**src/rtl/dmac_ctrl_slave.sv**
```systemverilog
// dmac_ctrl_slave: AXI4-Lite control responder holding DMA length/addresses and the ap_start/ap_done handshake
// Ports:
//   ap_clk, ap_rstn                 clock, asynchronous active-low reset
//   s_axi_control_aw*/w*/b*         AXI4-Lite write channels (bresp always OKAY)
//   s_axi_control_ar*/r*            AXI4-Lite read channels (rresp always OKAY)
//   ap_start                        one-cycle start pulse to the engine
//   ap_done, ap_idle                completion pulse and idle level from the engine
//   byte_len, src_addr, dst_addr    static transfer configuration
//   interrupt                       level interrupt, only live when DMAC_CTRL_IRQ_EN is defined
// Optional feature: `define DMAC_CTRL_IRQ_EN adds GIE/IER/ISR at 0x04/0x08/0x0C and drives interrupt.
module dmac_ctrl_slave #(
    parameter int C_S_AXI_CONTROL_ADDR_WIDTH = 12,
    parameter int C_S_AXI_CONTROL_DATA_WIDTH = 32,
    parameter int C_M_AXI_ADDR_WIDTH         = 32
) (
    input  logic                                    ap_clk,
    input  logic                                    ap_rstn,
    input  logic                                    s_axi_control_awvalid,
    output logic                                    s_axi_control_awready,
    input  logic [C_S_AXI_CONTROL_ADDR_WIDTH-1:0]   s_axi_control_awaddr,
    input  logic                                    s_axi_control_wvalid,
    output logic                                    s_axi_control_wready,
    input  logic [C_S_AXI_CONTROL_DATA_WIDTH-1:0]   s_axi_control_wdata,
    input  logic [C_S_AXI_CONTROL_DATA_WIDTH/8-1:0] s_axi_control_wstrb,
    output logic                                    s_axi_control_bvalid,
    input  logic                                    s_axi_control_bready,
    output logic [1:0]                              s_axi_control_bresp,
    input  logic                                    s_axi_control_arvalid,
    output logic                                    s_axi_control_arready,
    input  logic [C_S_AXI_CONTROL_ADDR_WIDTH-1:0]   s_axi_control_araddr,
    output logic                                    s_axi_control_rvalid,
    input  logic                                    s_axi_control_rready,
    output logic [C_S_AXI_CONTROL_DATA_WIDTH-1:0]   s_axi_control_rdata,
    output logic [1:0]                              s_axi_control_rresp,
    output logic                                    ap_start,
    input  logic                                    ap_done,
    input  logic                                    ap_idle,
    output logic [31:0]                             byte_len,
    output logic [C_M_AXI_ADDR_WIDTH-1:0]           src_addr,
    output logic [C_M_AXI_ADDR_WIDTH-1:0]           dst_addr,
    output logic                                    interrupt
);
    localparam int DW = C_S_AXI_CONTROL_DATA_WIDTH;
    localparam int AW = C_S_AXI_CONTROL_ADDR_WIDTH;

    logic          live;
    logic          aw_held, w_held;
    logic [3:0]    aw_off;
    logic [DW-1:0] wd_q;
    logic [DW/8-1:0] ws_q;
    logic          busy, done;
    logic [DW-1:0] len_q, src_q, dst_q;
    logic [DW-1:0] rd_val;
    logic          commit, wr_cfg, start, ar_hs, ctrl_rd;
    logic          unused_ok;

    function automatic logic [DW-1:0] merge(input logic [DW-1:0] old, input logic [DW-1:0] d,
                                            input logic [DW/8-1:0] s);
        merge = old;
        for (int i = 0; i < DW/8; i++)
            if (s[i]) merge[8*i +: 8] = d[8*i +: 8];
    endfunction

    // live keeps every ready low while reset is asserted
    assign s_axi_control_awready = live & ~aw_held;
    assign s_axi_control_wready  = live & ~w_held;
    assign s_axi_control_arready = live & ~s_axi_control_rvalid;
    assign s_axi_control_bresp   = 2'b00;
    assign s_axi_control_rresp   = 2'b00;
    assign commit  = aw_held & w_held & ~s_axi_control_bvalid;
    assign wr_cfg  = commit & ~busy;
    assign start   = wr_cfg & (aw_off == 4'h4) & ws_q[0] & wd_q[0];
    assign ar_hs   = s_axi_control_arvalid & s_axi_control_arready;
    assign ctrl_rd = ar_hs & (s_axi_control_araddr[5:2] == 4'h4);
    assign byte_len = len_q;
    assign src_addr = src_q[C_M_AXI_ADDR_WIDTH-1:0];
    assign dst_addr = dst_q[C_M_AXI_ADDR_WIDTH-1:0];
    assign unused_ok = ^{s_axi_control_awaddr[AW-1:6], s_axi_control_awaddr[1:0],
                         s_axi_control_araddr[AW-1:6], s_axi_control_araddr[1:0]};

`ifdef DMAC_CTRL_IRQ_EN
    logic gie, ier, isr;
    always_ff @(posedge ap_clk or negedge ap_rstn) begin
        if (!ap_rstn) begin
            gie       <= 1'b0;
            ier       <= 1'b0;
            isr       <= 1'b0;
            interrupt <= 1'b0;
        end else begin
            if (commit && aw_off == 4'h1 && ws_q[0]) gie <= wd_q[0];
            if (commit && aw_off == 4'h2 && ws_q[0]) ier <= wd_q[0];
            // toggle on write-1, but a completion in the same cycle always leaves it set
            isr       <= (isr ^ (commit & (aw_off == 4'h3) & ws_q[0] & wd_q[0])) | (ap_done & ier);
            interrupt <= gie & isr;
        end
    end
`else
    assign interrupt = 1'b0;
`endif

    always_comb begin
        rd_val = '0;
        case (s_axi_control_araddr[5:2])
`ifdef DMAC_CTRL_IRQ_EN
            4'h1: rd_val = {{(DW-1){1'b0}}, gie};
            4'h2: rd_val = {{(DW-1){1'b0}}, ier};
            4'h3: rd_val = {{(DW-1){1'b0}}, isr};
`endif
            4'h4: rd_val = {{(DW-4){1'b0}}, ~busy, ap_idle, done, busy};
            4'h5: rd_val = len_q;
            4'h6: rd_val = src_q;
            4'h7: rd_val = dst_q;
            default: rd_val = '0;
        endcase
    end

    always_ff @(posedge ap_clk or negedge ap_rstn) begin
        if (!ap_rstn) begin
            live                 <= 1'b0;
            aw_held              <= 1'b0;
            aw_off               <= '0;
            w_held               <= 1'b0;
            wd_q                 <= '0;
            ws_q                 <= '0;
            s_axi_control_bvalid <= 1'b0;
        end else begin
            live <= 1'b1;
            if (s_axi_control_awvalid && s_axi_control_awready) begin
                aw_held <= 1'b1;
                aw_off  <= s_axi_control_awaddr[5:2];
            end
            if (s_axi_control_wvalid && s_axi_control_wready) begin
                w_held <= 1'b1;
                wd_q   <= s_axi_control_wdata;
                ws_q   <= s_axi_control_wstrb;
            end
            if (commit) s_axi_control_bvalid <= 1'b1;
            if (s_axi_control_bvalid && s_axi_control_bready) begin
                s_axi_control_bvalid <= 1'b0;
                aw_held              <= 1'b0;
                w_held               <= 1'b0;
            end
        end
    end

    always_ff @(posedge ap_clk or negedge ap_rstn) begin
        if (!ap_rstn) begin
            s_axi_control_rvalid <= 1'b0;
            s_axi_control_rdata  <= '0;
        end else begin
            if (ar_hs) begin
                s_axi_control_rvalid <= 1'b1;
                s_axi_control_rdata  <= rd_val;
            end else if (s_axi_control_rready) begin
                s_axi_control_rvalid <= 1'b0;
            end
        end
    end

    always_ff @(posedge ap_clk or negedge ap_rstn) begin
        if (!ap_rstn) begin
            ap_start <= 1'b0;
            busy     <= 1'b0;
            done     <= 1'b0;
            len_q    <= '0;
            src_q    <= '0;
            dst_q    <= '0;
        end else begin
            ap_start <= start;
            busy     <= start | (busy & ~ap_done);
            // completion beats a simultaneous clear-on-read
            done     <= ap_done | (done & ~ctrl_rd);
            if (wr_cfg && aw_off == 4'h5) len_q <= merge(len_q, wd_q, ws_q);
            if (wr_cfg && aw_off == 4'h6) src_q <= merge(src_q, wd_q, ws_q);
            if (wr_cfg && aw_off == 4'h7) dst_q <= merge(dst_q, wd_q, ws_q);
        end
    end
endmodule

```
**config.mk**
```make
export PLATFORM = sky130hd
export DESIGN_NAME = dmac_ctrl_slave
export DESIGN_NICKNAME = d
export VERILOG_FILES = /design/src/rtl/dmac_ctrl_slave.sv
export SDC_FILE = /design/constraint.sdc
export NUM_CORES = 1
export LEC_CHECK = 0
export BUFFER_PORTS_ARGS = -buffer_cell sky130_fd_sc_hd__buf_2
export CAP_MARGIN = 20
export CORE_ASPECT_RATIO = 1.2
export CORE_UTILIZATION = 35
export DETAILED_ROUTE_END_ITERATION = 6
export GPL_TIMING_DRIVEN = 0
export MAX_ROUTING_LAYER = met4
export SYNTH_ARGS = -nofsm -noshare
export SYNTH_HDL_FRONTEND = slang
export SYNTH_SLANG_ARGS = --single-unit
```
**constraint.sdc**
```tcl
create_clock -name ap_clk -period 1.7 [get_ports ap_clk]
set_clock_uncertainty 0.15 [all_clocks]
set_input_delay 0.17 -clock ap_clk [delete_from_list [all_inputs] [get_ports ap_clk]]
set_output_delay 0.17 -clock ap_clk [all_outputs]
set_load 0.02 [all_outputs]
```
==> metrics.yaml <==
status: "finished with violations"
violations: "setup timing"
dieWidth_um: 134
peakVddDrop_v: 0.000686
worst_slack_ns: -0.131
drc_errors: 0
netlist_instances: 493
crit_start: "aw_off[3]$_DFFE_PN0P_"
cts.path.max_buffers: 2
grt-ovfl-total: 0
initial_core_util_pct: 35.9
slowest_delay_ns: 0.41
slew_headroom_pct: 41.6
dominantRegCellSynth: "dfrtp_1"
first_pass_iters: 6
r2r_start: "aw_off[3]$_DFFE_PN0P_"
antenna_found_initial: 0
cts_tree: "yes"
final-hold-violation-count: 0
hold_path_depth: 4
ys_ff_latch: 176
wire_per_inst_um: 20.0
port_buffers: 186
max_clock_freq_mhz: 546
path_cells: "nor4b_4 -> buf_6 -> clkbuf_16 -> nand3_4 -> mux2_2"
grt_pass1_wl_um: 32200
insertion_delay_ns: 0.42
ctsHtreeMaxLevel: 4
diodes: 0
place_ws_ns: -0.629
worst_slew_pin_slew_ns: 0.877
crit_required_ns: 1.85
tns_ns: -9.44
placementRows: 57
ys_top_cells_by_area: "dfrtp_1, mux2_2, nand3_4"
wl_um: 20800
yosysMostFrequentCell: "dfrtp_1"
yosysTopAreaCell: "dfrtp_1"
r2r_cells: 5
critical_path.max_fanout: 8
dp_cells: 949
cts.sinks: 176
fin_crit_sh_pct: 108
clkSlewWorstSetupHoldPaths_ns: 0.06
power.total_uw: 15400
ys_seq_area_share_pct: 60.2
rsz0062_at_grt: "true"
critPathSlowestCell: "dfrtp_1"
dr_total_vias: 5183
num_io_pins: 208
leakage_uw: 0.00497
gp_congestion: 0.748
critPathKind: "register to register"
syn_avg_cell_area_um2: 14.8
grt_max_degree: 105
fin_crit_ns: 1.83
drt_iter0_drc: 250
core_um2: 20400
antenna_left: 0
viasPerCell: 5.00
numCtsBuffers: 17
placed_cell_area_um2: 8650
die_area_um2: 21500
drive_gt1_share_pct: 54.9
crit_path_start_kind: "register"
ys_async_sr_fraction_pct: 100
area_growth_pct: 35.0
clock-root-buffer: "clkbuf_16"
finalInstanceArea_um2: 9880
grt_usage_pct: 20.8
die_y_um: 160
fin_cells: 1036
fill_cells: 1898
synth_edf_count: 0
cap_viol_max_count: 0
finalNetCount: 827
synth_top_area_share_pct: 60.2
synth.distinct_cells: 36
drv_slew: 0
synth_top_cells_by_count: "dfrtp_1, mux2_2, nand2_1"
setup_violations: 96
cp.arrival_ns: 1.98
ys_warn_count: 0
crit_path_end_kind: "register"
grt_pass1_vias: 5646
hold_class: "input port to register"
power_per_cell_area_nw_per_um2: 1560
netlist_area_um2: 7310
min_from: "s_axi_control_arvalid"
dp_hpwl_um: 14600
## worst paths after layout
check | to | slack (ns)
max | src_addr[22]$_DFFE_PN0P_ | -0.13
max in group asynchronous | dst_addr[27]$_DFFE_PN0P_ | 0.31
min in group asynchronous | byte_len[2]$_DFFE_PN0P_ | 0.16
min reg2reg | s_axi_control_rdata[30]$_DFFE_PN0P_ | 0.32
min | done$_DFF_PN0_ | 0.02
max reg2reg | src_addr[22]$_DFFE_PN0P_ | -0.13
## critical path, delay by kind of cell, from the launching register on
family | cells | cell delay [ns]
flops | 1 | 0.41
simple gates | 2 | 0.47
mux | 1 | 0.32
buf+inv | 2 | 0.35
## cell families after synthesis
logic type,count (synthesis),synth area share [%]
other,2,0.103
AOI/OAI and AO/OA,67,6.30
buffers and inverters,28,2.02
DFF,176,60.2
muxes,157,24.7
and+or+nand+nor,63,6.64
## report_power, final
part | switching [uW] | internal (uW) | leakage, uW | total, uW
clock network | 1640 | 2260 | 0.000284 | 3900
registers | 1260 | 5540 | 0.00232 | 6810
logic | 2490 | 2260 | 0.00237 | 4750
## state kept, by name, summed over array words and instances, names as in the netlist, 4 cells and up
signal	flops
dst_addr	32
s_axi_control_rdata	32
byte_len	32
ws_q	4
aw_off	4
src_addr	32
wd_q	32
## stage by stage
| stage | hold WS (ns) | util [%] |
|---|---|---|
| floorplan | -0.276 | - |
| global placement | 0.207 | 42.2 |
| detailed placement | 0.0267 | 42.4 |
| CTS | 0.00359 | 47.9 |
| global route | 0.0265 | 48.4 |
| finish | 0.0197 | 48.4 |
## cell usage in the layout (no fill, tap or decap), types with 2 or more instances in the layout
cell,n
buf_2,191
dfrtp_1,174
mux2_2,148
dlygate4sd3_1,46
nand2_1,29
o21ai_0,28
clkbuf_16,18
buf_4,14
a22oi_1,13
a222oi_1,12
nand3_4,11
conb_1,6
clkbuf_1,5
nor2b_1,4
mux2i_1,4
mux4_2,4
a22o_1,4
a21oi_1,4
clkbuf_2,3
and4b_1,3
a2bb2oi_1,3
buf_8,3
clkbuf_8,3
inv_6,3
nor4b_4,2
inv_1,2
nand2b_1,2
nand3b_1,2
buf_6,2
bufinv_16,2
clkinv_2,2
clkinv_4,2
clkinvlp_4,2
dfrtp_2,2
## area by class of cell
cell class	instances	area [um2]	share of cell area, %
sequential	176	4410	44.6
multi-input combinational	293	2830	28.6
timing repair buffer	244	1530	15.5
clock buffer	21	460	4.66
tap	265	332	3.36
buffer	24	180	1.82
clock inverter	11	129	1.30
inverter	2	7.51	0.0760
## per-layer routing
| layer | global-route usage (%) | vias up | part of all wire (%) |
|---|---|---|---|
| met5 | - | - | 0 |
| met4 | 6.71 | 0 | 1.7 |
| met3 | 3.50 | 24 | 4.0 |
| met2 | 36.0 | 149 | 53 |
| met1 | 24.4 | 2672 | 41 |
| li1 | - | 2338 | - |
## what timing repair did
action | in CTS | in global routing
resized for setup | 20 | 7
cloned | 0 | 1
setup endpoints to repair | 155 | 134
pin swaps | 1 | 3
hold buffers | 46 | 0
hold endpoints to repair | 118 | 0
setup buffers | 3 | 7
(Power assumes the default switching activity.)
